## src/rtl/chacha_bus_pkg.sv

```systemverilog
// Register map, control codes and loader state encoding shared by the
// ChaCha20 stream loader and its status poller.
package chacha_bus_pkg;

  localparam logic [7:0] ADDR_CTRL       = 8'h08;
  localparam logic [7:0] ADDR_STATUS     = 8'h09;
  localparam logic [7:0] ADDR_KEY_BASE   = 8'h10;
  localparam logic [7:0] ADDR_NONCE_BASE = 8'h20;
  localparam logic [7:0] ADDR_BLOCK_BASE = 8'h30;

  localparam logic [31:0] CTRL_INIT = 32'd1;
  localparam logic [31:0] CTRL_NEXT = 32'd2;
  localparam logic [31:0] CTRL_DONE = 32'd4;

  typedef enum logic [3:0] {
    LD_IDLE,
    LD_KEY,
    LD_NONCE,
    LD_INIT,
    LD_WAIT,
    LD_DATA,
    LD_PAD,
    LD_NEXT,
    LD_FIN
  } ld_state_e;

  // One core bus access; registered as a whole onto the output pins.
  typedef struct packed {
    logic        cs;
    logic        we;
    logic [7:0]  addr;
    logic [31:0] data;
  } bus_req_t;

endpackage

```

## src/rtl/chacha_status_poller.sv

```systemverilog
// Status poller: while active, requests a STATUS read, waits for it to
// complete on the bus, then idles POLL_GAP cycles before the next read.
// rd_req is a request for the cycle after; the top registers it onto cs.
// ready/timeout are valid in the cycle the read is on the bus and are
// consumed at the edge that ends that read.
// Optional: CHACHA_LOADER_POLL_TIMEOUT_EN enables the per-wait read limit.
module chacha_status_poller #(
  parameter int POLL_GAP      = 2,
  parameter int TIMEOUT_POLLS = 1024
) (
  input  logic clk,
  input  logic reset_n,
  input  logic active,
  input  logic status_rdy,
  output logic rd_req,
  output logic ready,
  output logic timeout
);

  typedef enum logic [1:0] {PH_ISSUE, PH_INFLIGHT, PH_GAP} ph_e;

  localparam int GAP_W = (POLL_GAP > 1) ? $clog2(POLL_GAP) : 1;

  ph_e              ph, ph_nxt;
  logic [GAP_W-1:0] gap_cnt, gap_nxt;
  logic             miss;

  assign ready = active && (ph == PH_INFLIGHT) && status_rdy;
  assign miss  = active && (ph == PH_INFLIGHT) && !status_rdy;

`ifdef CHACHA_LOADER_POLL_TIMEOUT_EN
  localparam int PC_W = $clog2(TIMEOUT_POLLS + 1);
  logic [PC_W-1:0] poll_cnt;

  assign timeout = miss && (poll_cnt == PC_W'(TIMEOUT_POLLS - 1));

  // Count not-ready reads within the current wait.
  always_ff @(posedge clk or negedge reset_n) begin
    if (!reset_n)    poll_cnt <= '0;
    else if (!active) poll_cnt <= '0;
    else if (miss)    poll_cnt <= poll_cnt + 1'b1;
  end
`else
  logic unused_cfg;
  assign unused_cfg = (TIMEOUT_POLLS > 0);
  assign timeout    = 1'b0;
`endif

  // Phase sequencing: issue -> read on bus -> gap -> read on bus ...
  always_comb begin
    ph_nxt  = ph;
    gap_nxt = gap_cnt;
    rd_req  = 1'b0;
    if (!active) begin
      ph_nxt = PH_ISSUE;
    end else begin
      case (ph)
        PH_ISSUE: begin
          rd_req = 1'b1;
          ph_nxt = PH_INFLIGHT;
        end
        PH_INFLIGHT: begin
          if (ready || timeout) begin
            ph_nxt = PH_ISSUE;
          end else if (POLL_GAP == 0) begin
            rd_req = 1'b1;             // back-to-back reads
          end else begin
            ph_nxt  = PH_GAP;
            gap_nxt = GAP_W'(POLL_GAP - 1);
          end
        end
        PH_GAP: begin
          if (gap_cnt == '0) begin
            rd_req = 1'b1;
            ph_nxt = PH_INFLIGHT;
          end else begin
            gap_nxt = gap_cnt - 1'b1;
          end
        end
        default: ph_nxt = PH_ISSUE;
      endcase
    end
  end

  // Phase and gap counter registers.
  always_ff @(posedge clk or negedge reset_n) begin
    if (!reset_n) begin
      ph      <= PH_ISSUE;
      gap_cnt <= '0;
    end else begin
      ph      <= ph_nxt;
      gap_cnt <= gap_nxt;
    end
  end

endmodule

```

## src/rtl/chacha20_stream_loader.sv

```systemverilog
// ChaCha20 stream loader: latches key/nonce on start, programs the core,
// then turns a valid/ready word stream into 16-word block writes with a
// NEXT command per block (short last block zero-padded) and a final DONE.
// Every command is followed by a STATUS poll until the core reports ready.
// Optional: CHACHA_LOADER_POLL_TIMEOUT_EN enables the poll timeout and err.
module chacha20_stream_loader
  import chacha_bus_pkg::*;
#(
  parameter int POLL_GAP      = 2,
  parameter int TIMEOUT_POLLS = 1024,
  parameter int CNT_W         = 16
) (
  input  logic             clk,
  input  logic             reset_n,
  input  logic             start,
  input  logic [255:0]     key,
  input  logic [95:0]      nonce,
  input  logic             s_valid,
  output logic             s_ready,
  input  logic [31:0]      s_data,
  input  logic             s_last,
  output logic             cs,
  output logic             we,
  output logic [7:0]       address,
  output logic [31:0]      write_data,
  input  logic [31:0]      read_data,
  output logic             busy,
  output logic             done,
  output logic             err,
  output logic [CNT_W-1:0] blocks_done
);

  ld_state_e        state, st_nxt, ret_st, ret_nxt;
  logic [3:0]       idx, idx_nxt;
  logic             last_q, last_nxt;
  logic [7:0][31:0] key_q;
  logic [2:0][31:0] nonce_q;
  bus_req_t         bus_q, req;
  logic             done_nxt, done_q;
  logic [CNT_W-1:0] blk_q, blk_nxt;
  logic             poll_rd, poll_rdy, poll_to;
  logic             accept;

  logic unused_rd;
  assign unused_rd = ^read_data[31:1];

  chacha_status_poller #(
    .POLL_GAP      (POLL_GAP),
    .TIMEOUT_POLLS (TIMEOUT_POLLS)
  ) u_poller (
    .clk        (clk),
    .reset_n    (reset_n),
    .active     (state == LD_WAIT),
    .status_rdy (read_data[0]),
    .rd_req     (poll_rd),
    .ready      (poll_rdy),
    .timeout    (poll_to)
  );

  assign accept      = (state == LD_IDLE) && start;
  assign s_ready     = (state == LD_DATA);
  assign busy        = (state != LD_IDLE);
  assign done        = done_q;
  assign blocks_done = blk_q;
  assign cs          = bus_q.cs;
  assign we          = bus_q.we;
  assign address     = bus_q.addr;
  assign write_data  = bus_q.data;

  // Next state and the bus access to present in the following cycle.
  always_comb begin
    st_nxt   = state;
    ret_nxt  = ret_st;
    idx_nxt  = idx;
    last_nxt = last_q;
    blk_nxt  = blk_q;
    done_nxt = 1'b0;
    req      = '0;
    case (state)
      LD_IDLE: begin
        if (start) begin
          st_nxt   = LD_KEY;
          idx_nxt  = '0;
          last_nxt = 1'b0;
          blk_nxt  = '0;
        end
      end
      LD_KEY: begin
        req     = '{cs: 1'b1, we: 1'b1, addr: ADDR_KEY_BASE + 8'(idx), data: key_q[idx[2:0]]};
        idx_nxt = idx + 1'b1;
        if (idx == 4'd7) begin
          st_nxt  = LD_NONCE;
          idx_nxt = '0;
        end
      end
      LD_NONCE: begin
        req     = '{cs: 1'b1, we: 1'b1, addr: ADDR_NONCE_BASE + 8'(idx), data: nonce_q[idx[1:0]]};
        idx_nxt = idx + 1'b1;
        if (idx == 4'd2) begin
          st_nxt  = LD_INIT;
          idx_nxt = '0;
        end
      end
      LD_INIT: begin
        req     = '{cs: 1'b1, we: 1'b1, addr: ADDR_CTRL, data: CTRL_INIT};
        ret_nxt = LD_DATA;
        st_nxt  = LD_WAIT;
      end
      LD_WAIT: begin
        if (poll_rd) req = '{cs: 1'b1, we: 1'b0, addr: ADDR_STATUS, data: 32'd0};
        if (poll_rdy) begin
          st_nxt   = ret_st;
          done_nxt = (ret_st == LD_IDLE);
        end else if (poll_to) begin
          st_nxt = LD_IDLE;            // abandon: no FIN, no done
        end
      end
      LD_DATA: begin
        if (s_valid) begin
          req     = '{cs: 1'b1, we: 1'b1, addr: ADDR_BLOCK_BASE + 8'(idx), data: s_data};
          idx_nxt = idx + 1'b1;
          if (idx == 4'd15) begin
            last_nxt = s_last;
            st_nxt   = LD_NEXT;
          end else if (s_last) begin
            last_nxt = 1'b1;
            st_nxt   = LD_PAD;
          end
        end
      end
      LD_PAD: begin
        req     = '{cs: 1'b1, we: 1'b1, addr: ADDR_BLOCK_BASE + 8'(idx), data: 32'd0};
        idx_nxt = idx + 1'b1;
        if (idx == 4'd15) st_nxt = LD_NEXT;
      end
      LD_NEXT: begin
        req     = '{cs: 1'b1, we: 1'b1, addr: ADDR_CTRL, data: CTRL_NEXT};
        blk_nxt = blk_q + 1'b1;
        ret_nxt = last_q ? LD_FIN : LD_DATA;
        idx_nxt = '0;
        st_nxt  = LD_WAIT;
      end
      LD_FIN: begin
        req     = '{cs: 1'b1, we: 1'b1, addr: ADDR_CTRL, data: CTRL_DONE};
        ret_nxt = LD_IDLE;
        st_nxt  = LD_WAIT;
      end
      default: st_nxt = LD_IDLE;
    endcase
  end

  // Control state, registered bus outputs and counters.
  always_ff @(posedge clk or negedge reset_n) begin
    if (!reset_n) begin
      state  <= LD_IDLE;
      ret_st <= LD_IDLE;
      idx    <= '0;
      last_q <= 1'b0;
      bus_q  <= '0;
      done_q <= 1'b0;
      blk_q  <= '0;
    end else begin
      state  <= st_nxt;
      ret_st <= ret_nxt;
      idx    <= idx_nxt;
      last_q <= last_nxt;
      bus_q  <= req;
      done_q <= done_nxt;
      blk_q  <= blk_nxt;
    end
  end

  // Key/nonce snapshot taken only on an accepted start.
  always_ff @(posedge clk or negedge reset_n) begin
    if (!reset_n) begin
      key_q   <= '0;
      nonce_q <= '0;
    end else if (accept) begin
      key_q   <= key;
      nonce_q <= nonce;
    end
  end

`ifdef CHACHA_LOADER_POLL_TIMEOUT_EN
  logic err_q;
  // Sticky timeout flag, cleared by the next accepted start.
  always_ff @(posedge clk or negedge reset_n) begin
    if (!reset_n)                          err_q <= 1'b0;
    else if (accept)                       err_q <= 1'b0;
    else if (state == LD_WAIT && poll_to)  err_q <= 1'b1;
  end
  assign err = err_q;
`else
  assign err = 1'b0;
`endif

endmodule

```

## config.mk

```make
export PLATFORM = sky130hd
export DESIGN_NAME = chacha20_stream_loader
export DESIGN_NICKNAME = d
export VERILOG_FILES = /design/src/rtl/chacha_bus_pkg.sv /design/src/rtl/chacha_status_poller.sv /design/src/rtl/chacha20_stream_loader.sv
export SDC_FILE = /design/constraint.sdc
export NUM_CORES = 1
export LEC_CHECK = 0
export ABC_AREA = 1
export CORE_UTILIZATION = 54
export CTS_CLUSTER_SIZE = 25
export DETAILED_ROUTE_END_ITERATION = 8
export PLACE_DENSITY = 0.85
export RECOVER_POWER = 100
export SETUP_SLACK_MARGIN = 0.02
export SLEW_MARGIN = 20
export SYNTH_ARGS = -nofsm -noshare
export SYNTH_HDL_FRONTEND = slang
export SYNTH_SLANG_ARGS = --single-unit
```

## constraint.sdc

```tcl
create_clock -name clk -period 3.5 [get_ports clk]
set_input_delay 0.525 -clock clk [delete_from_list [all_inputs] [get_ports clk]]
set_output_delay 0.525 -clock clk [all_outputs]
set_load 0.02 [all_outputs]
```

* Yosys cells after proc, flatten, opt, wreduce, memory -nomap -nowiden
Cells that the tools add are included.
** Word-level totals
- Bits in registers :: 427
- Bits of input ports :: 421
- Output and inout bits :: 62
- Word-level logic and storage cells :: 113
** Cells by class
- $add $sub $neg :: 6
- $lt $le $gt $ge :: 2
- Eq/ne operators :: 22
- Multiplexer cells :: 42
- Reductions and logical operators :: 18
** Operators with widths (number)
- $pmux W42 S8 :: 1
- $bmux W32 S3 :: 1
- $mux W42 :: 2
- $bmux W32 S2 :: 1
- $mux W32 :: 2
- $mux W4 :: 13
- $pmux W16 S2 :: 1
- $pmux W4 S7 :: 1
- $pmux W4 S6 :: 1
- $eq A4 B3 Y1 const B :: 5
- $add A16 B1 Y16 const B :: 1
- $mux W16 :: 1
- $add A6 B4 Y7 const A :: 2
- $ne A2 B2 Y1 const B :: 7
- $eq A4 B2 Y1 const B :: 3
- $pmux W4 S3 :: 1
- $mux W1 :: 10
- $eq A4 B4 Y1 const B :: 2
- $logic_not A4 Y1 :: 2
- $reduce_and A7 Y1 :: 1
- $add A5 B4 Y6 const A :: 1
- $mux W2 :: 3
- $pmux W1 S2 :: 3
- $pmux W2 S3 :: 1
- other kinds (19) :: 24

* Depth between registers and ports, before layout
Gate-level depths: netlist of run 1.
- Depth in word-level cells :: 6
- Depth in mapped cells :: 13
- Gate-level depth less buffers :: 10

* By module
From an unflattened synthesis of run 1, not the netlist that was laid out.
** Unflattened totals
- Cell total of the unflattened synthesis :: 2578
- Area total of the unflattened synthesis :: 19994.2 sq um
** Modules (own cells, without submodules)
- chacha20_stream_loader :: times used 1, cells an instance 2559, area each 19845.3 sq um, seq. area each 10510.1 sq um
- chacha_status_poller :: times used 1, cells an instance 19, area each 148.9 sq um, seq. area each 75.1 sq um

* Worst setup path before layout of run 1
Ideal clock, no wire load.
- Path type :: flip-flop to flip-flop
- Start point :: register idx[0]
- End point :: register state[2]
- Setup time :: 0.117 ns
- Arrival time :: 1.796 ns
- Required time :: 3.383 ns
- Path slack :: 1.587 ns
- Stages on the path, launching flop included :: 14
- Buffers on the path :: 4
- Period minus slack after synthesis :: 1.913 ns
- Cells stage by stage :: dfrtp_1 -> buf_4 -> inv_2 -> buf_2 -> buf_4 -> buf_2 -> ha_1 -> nand3_1 -> nand2_1 -> nand2_1 -> nor2_1 -> nand2_1 -> nand2_1 -> nand2_1
** Between the ends
- Cells in the longest elaborated chain, start to end :: 4
- Elaborated cells on any way between the ends :: 11
- Classes of those cells :: 7 x eq/ne; 3 x mux; 1 x reduce/logical
** RTL lines
- start, declared :: RTL line chacha20_stream_loader.sv:34 : logic [3:0] idx, idx_nxt;
- start signal, assigned :: RTL line chacha20_stream_loader.sv:165 : idx <= idx_nxt;
- $eq A4 B4 Y1 :: RTL line chacha20_stream_loader.sv:122, chacha20_stream_loader.sv:134
- $mux W4 :: RTL line chacha20_stream_loader.sv:122 : if (idx == 4'd15) begin
- $mux W4 :: RTL line chacha20_stream_loader.sv:119 : if (s_valid) begin
- $pmux W4 S7 :: RTL line chacha20_stream_loader.sv:79 : case (state)
- end signal, assigned :: RTL line chacha20_stream_loader.sv:163 : state <= st_nxt;
- end, declared :: RTL line chacha20_stream_loader.sv:33 : ld_state_e state, st_nxt, ret_st, ret_nxt;
Several ways; a longest one is shown, not always the timed one. The select of a mux whose other input is x is not followed.
A chain may end at the register's enable or synchronous reset.

* Final worst setup path of run 1
- Start point :: register state[3]
- End point :: output port s_ready
** Between the ends
- Cells in the longest elaborated chain, start to end :: 1
** RTL lines
- $eq A4 B3 Y1 :: RTL line chacha20_stream_loader.sv:61 : assign s_ready = (state == LD_DATA);
- end, declared :: RTL line chacha20_stream_loader.sv:19 : output logic s_ready,
Every way passes these cells.

==> results by group, run 1 <==
Die
  • Area of the core: 0.03557 sq mm
  • Die area: 0.03696 sq mm
  • Die Width: 192.3 um
  • Chip Height: 192.3 um
  • FP Rows: 69
  • Initial Util: 54.95%
  • # IOs: 483

Synth
  • Synth Area in Simple Gates: 27.78%
  • Syn. warnings: 0
  • Mux cell area share after synthesis: 0%
  • Post-synth top area share: 54.16%
  • Synth cell types: 31
  • Commonest cells post-synth: 1064 x nand2_1, 423 x dfrtp_1, 278 x o21ai_0
  • Avg Inst Size Synth: 7.824 sq um
  • Main flop type after synthesis: dfrtp_1
  • Synth area leaders: dfrtp_1 54%, nand2_1 20%, o21ai_0 7.1%
  • Post-synthesis xor/xnor area fraction: 0.08962%
  • EDFF count, synth: 0
  • Adder-cell share of the synthesized area: 0.1920%
  • Share of the yosys chip area belonging to registers: 54.16%
  • Post-Synthesis Cell Area: 0.01954 sq mm
  • Fraction of registers with async set/reset: 100.0%
  • Synth Register Bits: 423
  • Synth Instances: 2498
  • Largest family of logic cells by synthesized area: simple AND/OR/NAND/NOR gates
  • Synth Area in Compound Gates: 8.994%
  • Most common cell in the netlist: nand2_1
  • Area leader, netlist: dfrtp_1

STA
  • TNS Setup: 0 ns
  • Unrepaired setup endpoints after global routing: no
  • Final setup viols: 0
  • Fin Hold WS: 0.4662 ns
  • Final Skew: 0.01726 ns
  • Slew headroom: -81.46%
  • Tcrit/Tclk final: 83.52%
  • Worst-margin pin slew: 2.722 ns
  • Fmax: 342.1 MHz
  • Period minus WS final: 2.923 ns
  • Pins Over Slew Limit: 97
  • Final hold violations: 0

Global route
  • Largest net degree at the start of global routing: 197
  • Initial antenna violation count: 17
  • Vias in the first global route: 17990
  • All-Layer GR Usage: 36.78%
  • First-pass GRT wire length: 102000 um
  • Total gr overflow: 0

Power
  • Total power: 20.56 mW
  • Leakage: 12.37 nW
  • PD cells: 804.0 mW/mm^2
  • VDD IR max: 0.0004899 V

Clock network
  • TritonCTS buffer count: 44
  • Post-CTS Setup Bufs: 0
  • # resized after CTS: 0
  • Worst-Skew Late Latency: 0.55 ns
  • Htree depth: 2
  • CTS root buf: clkbuf_16
  • CTS tree: done
  • Clock slew at reported path FFs: 0.06 ns
  • Number of hold buffers added after cts: 0
  • Bufs on Longest Clock Path: 3
  • Clk sinks: 423

Run
  • Max-Cap Viols: 1

Placement
  • GPL Wtd Cong: 0.9549
  • Placed inst area: 0.02419 sq mm
  • Number of I/O port buffers: 448
  • Post-DP HPWL: 48530 um

Critical path
  • Crit-path max FO: 6
  • Req. time, crit path: 2.97 ns
  • Crit path kind: flop to output pin
  • Worst EP arrival: 2.40 ns
  • CP Launch Point: state[3]$_DFFE_PN0P_
  • Critical path launch point type: flop
  • Crit. End Element: output pin
  • Worst reg2reg startpoint: state[0]$_DFFE_PN0P_

Finish
  • Share of cells above drive strength 1: 3.677%
  • Area grow syn2layout: 30.85%
  • Design Area, Final: 0.02557 sq mm
  • Fin nets: 3301

Routing
  • Initial drt markers: 1808
  • DRC errors left: 0
  • Avg WL per Cell: 19.99 um
  • Number of vias per cell: 5.513
  • Via count: 18670
  • Number of routed nets with antenna violations: 0
  • First-pass detailed-route iteration total: 6
  • Final WL: 67670 um

Run status
  • Status: finished with violations
  • Failing checks: max-capacitance violations, max-slew violations

Min path
  • Hold path start: ret_st[3]$_DFFE_PN0P_
  • Hold WC Path Type: flop to flop
==> kinds of logic (layout without fill, tap and decap cells) <==
group	Yosys count	in the layout
simple gates	1333	1333
buf+inv	394	804
other cells	1	18
compound gates	342	342
flops	423	423
xor+xnor	2	2
fa+ha+maj	3	3
==> path summary, 6_finish.rpt <==
| kind | slack, ns | cells after the start | endpoint |
|---|---|---|---|
| setup / recovery | 0.58 | 4 | s_ready |
| hold reg to reg | 0.47 | 1 | done$_DFF_PN0_ |
| max in group asynchronous | 0.87 | 2 | key_q[141]$_DFFE_PN0P_ |
| setup reg to reg | 0.67 | 7 | key_q[141]$_DFFE_PN0P_ |
| min in group asynchronous | 0.78 | 1 | ret_st[3]$_DFFE_PN0P_ |
| hold / removal | 0.47 | 1 | done$_DFF_PN0_ |
==> layout by cell type, fill, tap and decap left out, drive strengths merged, types with 12 or more instances in the layout <==
cell type	count
inv	247
dlygate4sd3	59
nor2	41
clkdlybuf4s50	388
o21ai	286
nand2	1066
diode	15
nand4	58
buf	24
o211ai	12
clkbuf	78
dfrtp	423
a21oi	38
nand3	155
==> per-stage QoR <==
stage / util (%) / cells / setup WS [ns]
finish: 71.90 / 3386 / 0.5769
floorplan: - / 2500 / 1.587
detailed placement: 68.01 / 3292 / 0.9670
global route: 71.88 / 3383 / 0.4537
CTS: 71.90 / 3371 / 0.8471
global placement: 68.01 / 3292 / 0.9850
==> metal layers <==
metal  up-vias  routed length (um)  track usage, %
met4         6                3991           20.08
met2      1054               29750           53.53
li1       8597                   -               -
met5         -                  43               0
met3       186                7308           7.911
met1      8824               26580           51.40
==> where the power goes <==
group          total (mW)  internal (mW)  switching [mW]
clock network        4.52           2.60            1.92
registers            7.96           7.05           0.909
logic                8.08           2.60            5.48
total                20.6           12.3            8.31
==> sequential cells by signal, summed over array words and instances (netlist names) <==
| name | flops |
|---|---|
| ret_st | 2 |
| done | 1 |
| key_q | 256 |
| u_poller.gap_cnt | 1 |
| u_poller.ph | 2 |
| state | 4 |
| blocks_done | 16 |
| write_data | 32 |
| nonce_q | 96 |
| last_q | 1 |
| we | 1 |
| cs | 1 |
| address | 6 |
| idx | 4 |
==> worst max-delay path, cell delays in order (launching register included) <==
cell and delay [ns]:
dfrtp_1 0.43, inv_1 0.15, nand2_1 0.22, nor2_1 0.32, dlygate4sd3_1 0.73
==> cell type report <==
| type | instances | area [sq um] |
|---|---|---|
| Sequential cell | 423 | 10590 |
| Fill cell | 2724 | 9995 |
| Multi-Input combinational cell | 1683 | 7249 |
| Timing Repair Buffer | 477 | 4806 |
| Clock buffer | 72 | 1336 |
| Inverter | 248 | 932.1 |
| Tap cell | 461 | 576.8 |
| Clock inverter | 7 | 50.05 |
| Antenna cell | 15 | 37.54 |
Note: power is estimated with default switching activity, not from simulation.
==> inputs of run 2 (changes only) <==
- CORE_UTILIZATION: 54 -> 50
- PLACE_DENSITY: 0.85 -> 0.8
- clock period: 3.5 -> 2.8 ns (I/O delays scaled with it)
==> run 2 against run 1 <==
Effect of this change:
- the flow still finishes with violations (max-capacitance violations, max-slew violations)
- final cell count grew 2.0%
- critical path depth is the same
- global-route usage shrank 2.7 points
- clock-buffer cell count grew 2
- clock skew grew 0.0020 ns
- worst setup slack lost 0.40 ns
- die area grew 7.9%
- highest routed layer unchanged
- sequential power grew 25%
- critical endpoint unchanged
- largest power group unchanged
==> results by group, run 2 (synthesis gave the netlist of run 1 again) <==
Clock network
  • CTS root buf: clkbuf_16
  • Bufs on Longest Clock Path: 3 (unchanged)
  • Htree depth: 2 (unchanged)
  • Clk sinks: 423 (unchanged)
  • Worst-Skew Late Latency: 0.58 ns (+0.03 ns)
  • Clock slew at reported path FFs: 0.06 ns (about the same)
  • Post-CTS Setup Bufs: 0 (unchanged)
  • TritonCTS buffer count: 45 (+2.3%)
  • CTS tree: done

Finish
  • Most common cell after layout, fill and taps aside: nand2_1
  • Most frequent cells in the layout: 1065 x nand2_1, 422 x dfrtp_1, 389 x clkdlybuf4s50_1
  • Core Util, Final: 66.95% (-5.0 points)
  • Max reg flops: 256 (unchanged)
  • Area grow syn2layout: 32.07%
  • Largest Register: key_q
  • Share of cells above drive strength 1: 4.000% (+0.32 points)
  • Fin nets: 3313 (+0.36%)
  • Fillers: 3230 (+19%)

Die
  • FP Rows: 72 (+4.3%)
  • Chip Height: 199.7 um (+3.9%)
  • Die Width: 199.7 um (+3.9%)
  • Area of the core: 0.03856 sq mm (+8.4%)
  • Initial Util: 50.69% (-4.3 points)
  • Die area: 0.03988 sq mm (+7.9%)
  • # IOs: 483 (unchanged)

STA
  • Final setup viols: 0 (unchanged)
  • Pins Over Slew Limit: 61 (-37%)
  • Final Skew: 0.01924 ns (+0.001976 ns)
  • Period minus WS final: 2.626 ns
  • Tcrit/Tclk final: 93.79%
  • Worst-margin pin slew: 1.552 ns (-1.170 ns)
  • Slew headroom: -3.487% (+78 points)
  • Fmax: 380.8 MHz
  • Unrepaired setup endpoints after global routing: no
  • Setup WS post-layout: 0.1739 ns (-0.4030 ns)
  • Final hold violations: 0 (unchanged)
  • TNS Setup: 0 ns (unchanged)

Routing
  • Avg WL per Cell: 19.66 um (-1.6%)
  • Initial drt markers: 1818 (+0.55%)
  • Number of routed nets with antenna violations: 0 (unchanged)
  • Via count: 18620 (-0.25%)
  • First-pass detailed-route iteration total: 9 (+3)
  • Final WL: 67910 um (+0.35%)
  • Number of vias per cell: 5.391 (-2.2%)
  • DRC errors left: 0 (unchanged)

Critical path
  • Crit-path max FO: 6 (unchanged)
  • Critical path launch point type: flop
  • CP Launch Point: state[3]$_DFFE_PN0P_
  • Crit. End Element: output pin
  • CP peak stage delay: 0.71 ns (-0.02 ns)
  • Worst EP arrival: 2.21 ns (-0.19 ns)
  • Largest delay contributor family on the critical path: buffers and inverters
  • Worst reg2reg startpoint: idx[0]$_DFFE_PN0P_
  • Buf+Inv Stages, Crit Path: 2 (unchanged)
  • Req. time, crit path: 2.38 ns (-0.59 ns)
  • Crit-path slowest cell: dlygate4sd3_1
  • Crit-path cells: inv_1 -> nand2_4 -> nor2_2 -> dlygate4sd3_1
  • Crit path kind: flop to output pin

Run status
  • Status: finished with violations
  • Failing checks: max-capacitance violations, max-slew violations

Global route
  • Largest net degree at the start of global routing: 142 (-28%)
  • First-pass GRT wire length: 101300 um (-0.68%)
  • Initial antenna violation count: 14 (-3)
  • All-Layer GR Usage: 34.12% (-2.7 points)
  • Total gr overflow: 0 (unchanged)
  • Vias in the first global route: 17820 (-0.94%)

Power
  • Clock share of power: 23.7% (+1.7 points)
  • Sw Ratio: 39.72% (-0.68 points)
  • Reg power frac: 37.8% (-0.9 points)
  • Logic gate share of total power: 38.5% (-0.8 points)
  • PD cells: 1016 mW/mm^2 (+26%)
  • Cell Int Power: 15.81 mW (+29%)
  • VDD IR max: 0.0007263 V (+48%)
  • Leakage: 12.46 nW (+0.69%)
  • Net switching power: 10.42 mW (+25%)

Min path
  • Hold path start: key[249]
  • Hold WC Path Type: primary input to flop

Placement
  • Post-DP HPWL: 49560 um (+2.1%)
  • Place WS: 0.3656 ns (-0.6014 ns)
  • GPL Wtd Cong: 0.9578 (+0.30%)
  • Number of I/O port buffers: 448 (unchanged)

Run
  • Max-Cap Viols: 1 (unchanged)
## run 2: repair_timing
action,CTS,global route
gates resized for setup,0,0
endpoints found under the hold margin,66,0
hold buffers,1,0
## run 2: path summary, 6_finish.rpt
kind	to	slack [ns]	depth (start not counted)
setup reg to reg	write_data[30]$_DFF_PN0_	0.18	7
hold reg to reg	nonce_q[52]$_DFFE_PN0P_	0.47	2
min in group asynchronous	nonce_q[57]$_DFFE_PN0P_	0.41	2
setup / recovery	s_ready	0.17	4
max in group asynchronous	key_q[98]$_DFFE_PN0P_	0.49	3
hold / removal	key_q[249]$_DFFE_PN0P_	0.38	3
## run 2: power by group through the flow
stage          sequential [mW]  combinational, mW  clock, mW
6_report                  9.92               10.1       6.22
5_1_grt                   10.2               11.2       6.50
4_1_cts                   9.90               10.1       6.27
3_5_place_dp              9.98               10.0          0
3_3_place_gp              9.89               9.76          0
2_1_floorplan             9.89               6.22          0
## run 2: worst min-delay path, cell delays in order
cell and delay [ns]:
clkdlybuf4s50_1 0.39, nand2_1 0.06, nand2_1 0.04
## run 2: per-layer routing
| layer | GRT usage [%] | share of wire (%) | vias to the layer above |
|---|---|---|---|
| met1 | 48.35 | 41 | 8829 |
| met5 | 0 | 0.074 | - |
| met4 | 17.98 | 5.3 | 8 |
| li1 | - | - | 8630 |
| met2 | 48.92 | 44 | 963 |
| met3 | 7.612 | 9.9 | 191 |
## run 2: cell type report
type / instances / area [sq um] / area share, %
Clock buffer: 74 / 1408 / 5.453
Timing Repair Buffer: 488 / 4833 / 18.73
Antenna cell: 11 / 27.53 / 0.1066
Sequential cell: 423 / 10590 / 41.01
Tap cell: 518 / 648.1 / 2.511
Multi-Input combinational cell: 1683 / 7237 / 28.04
Clock inverter: 9 / 140.1 / 0.5429
Inverter: 248 / 932.1 / 3.611
## run 2: stage by stage
| step | hold slack (ns) | power [mW] | instance area (sq um) | cells |
|---|---|---|---|---|
| finish | 0.3769 | 26.24 | 25810 | 3454 |
| global route | 0.3817 | 27.88 | 25810 | 3453 |
| CTS | 0.3576 | 26.29 | 25930 | 3443 |
| detailed placement | 0.4440 | 20.02 | 24370 | 3359 |
| global placement | 0.4400 | 19.66 | 24370 | 3359 |
| floorplan | 0.1244 | 16.12 | 19550 | 2500 |
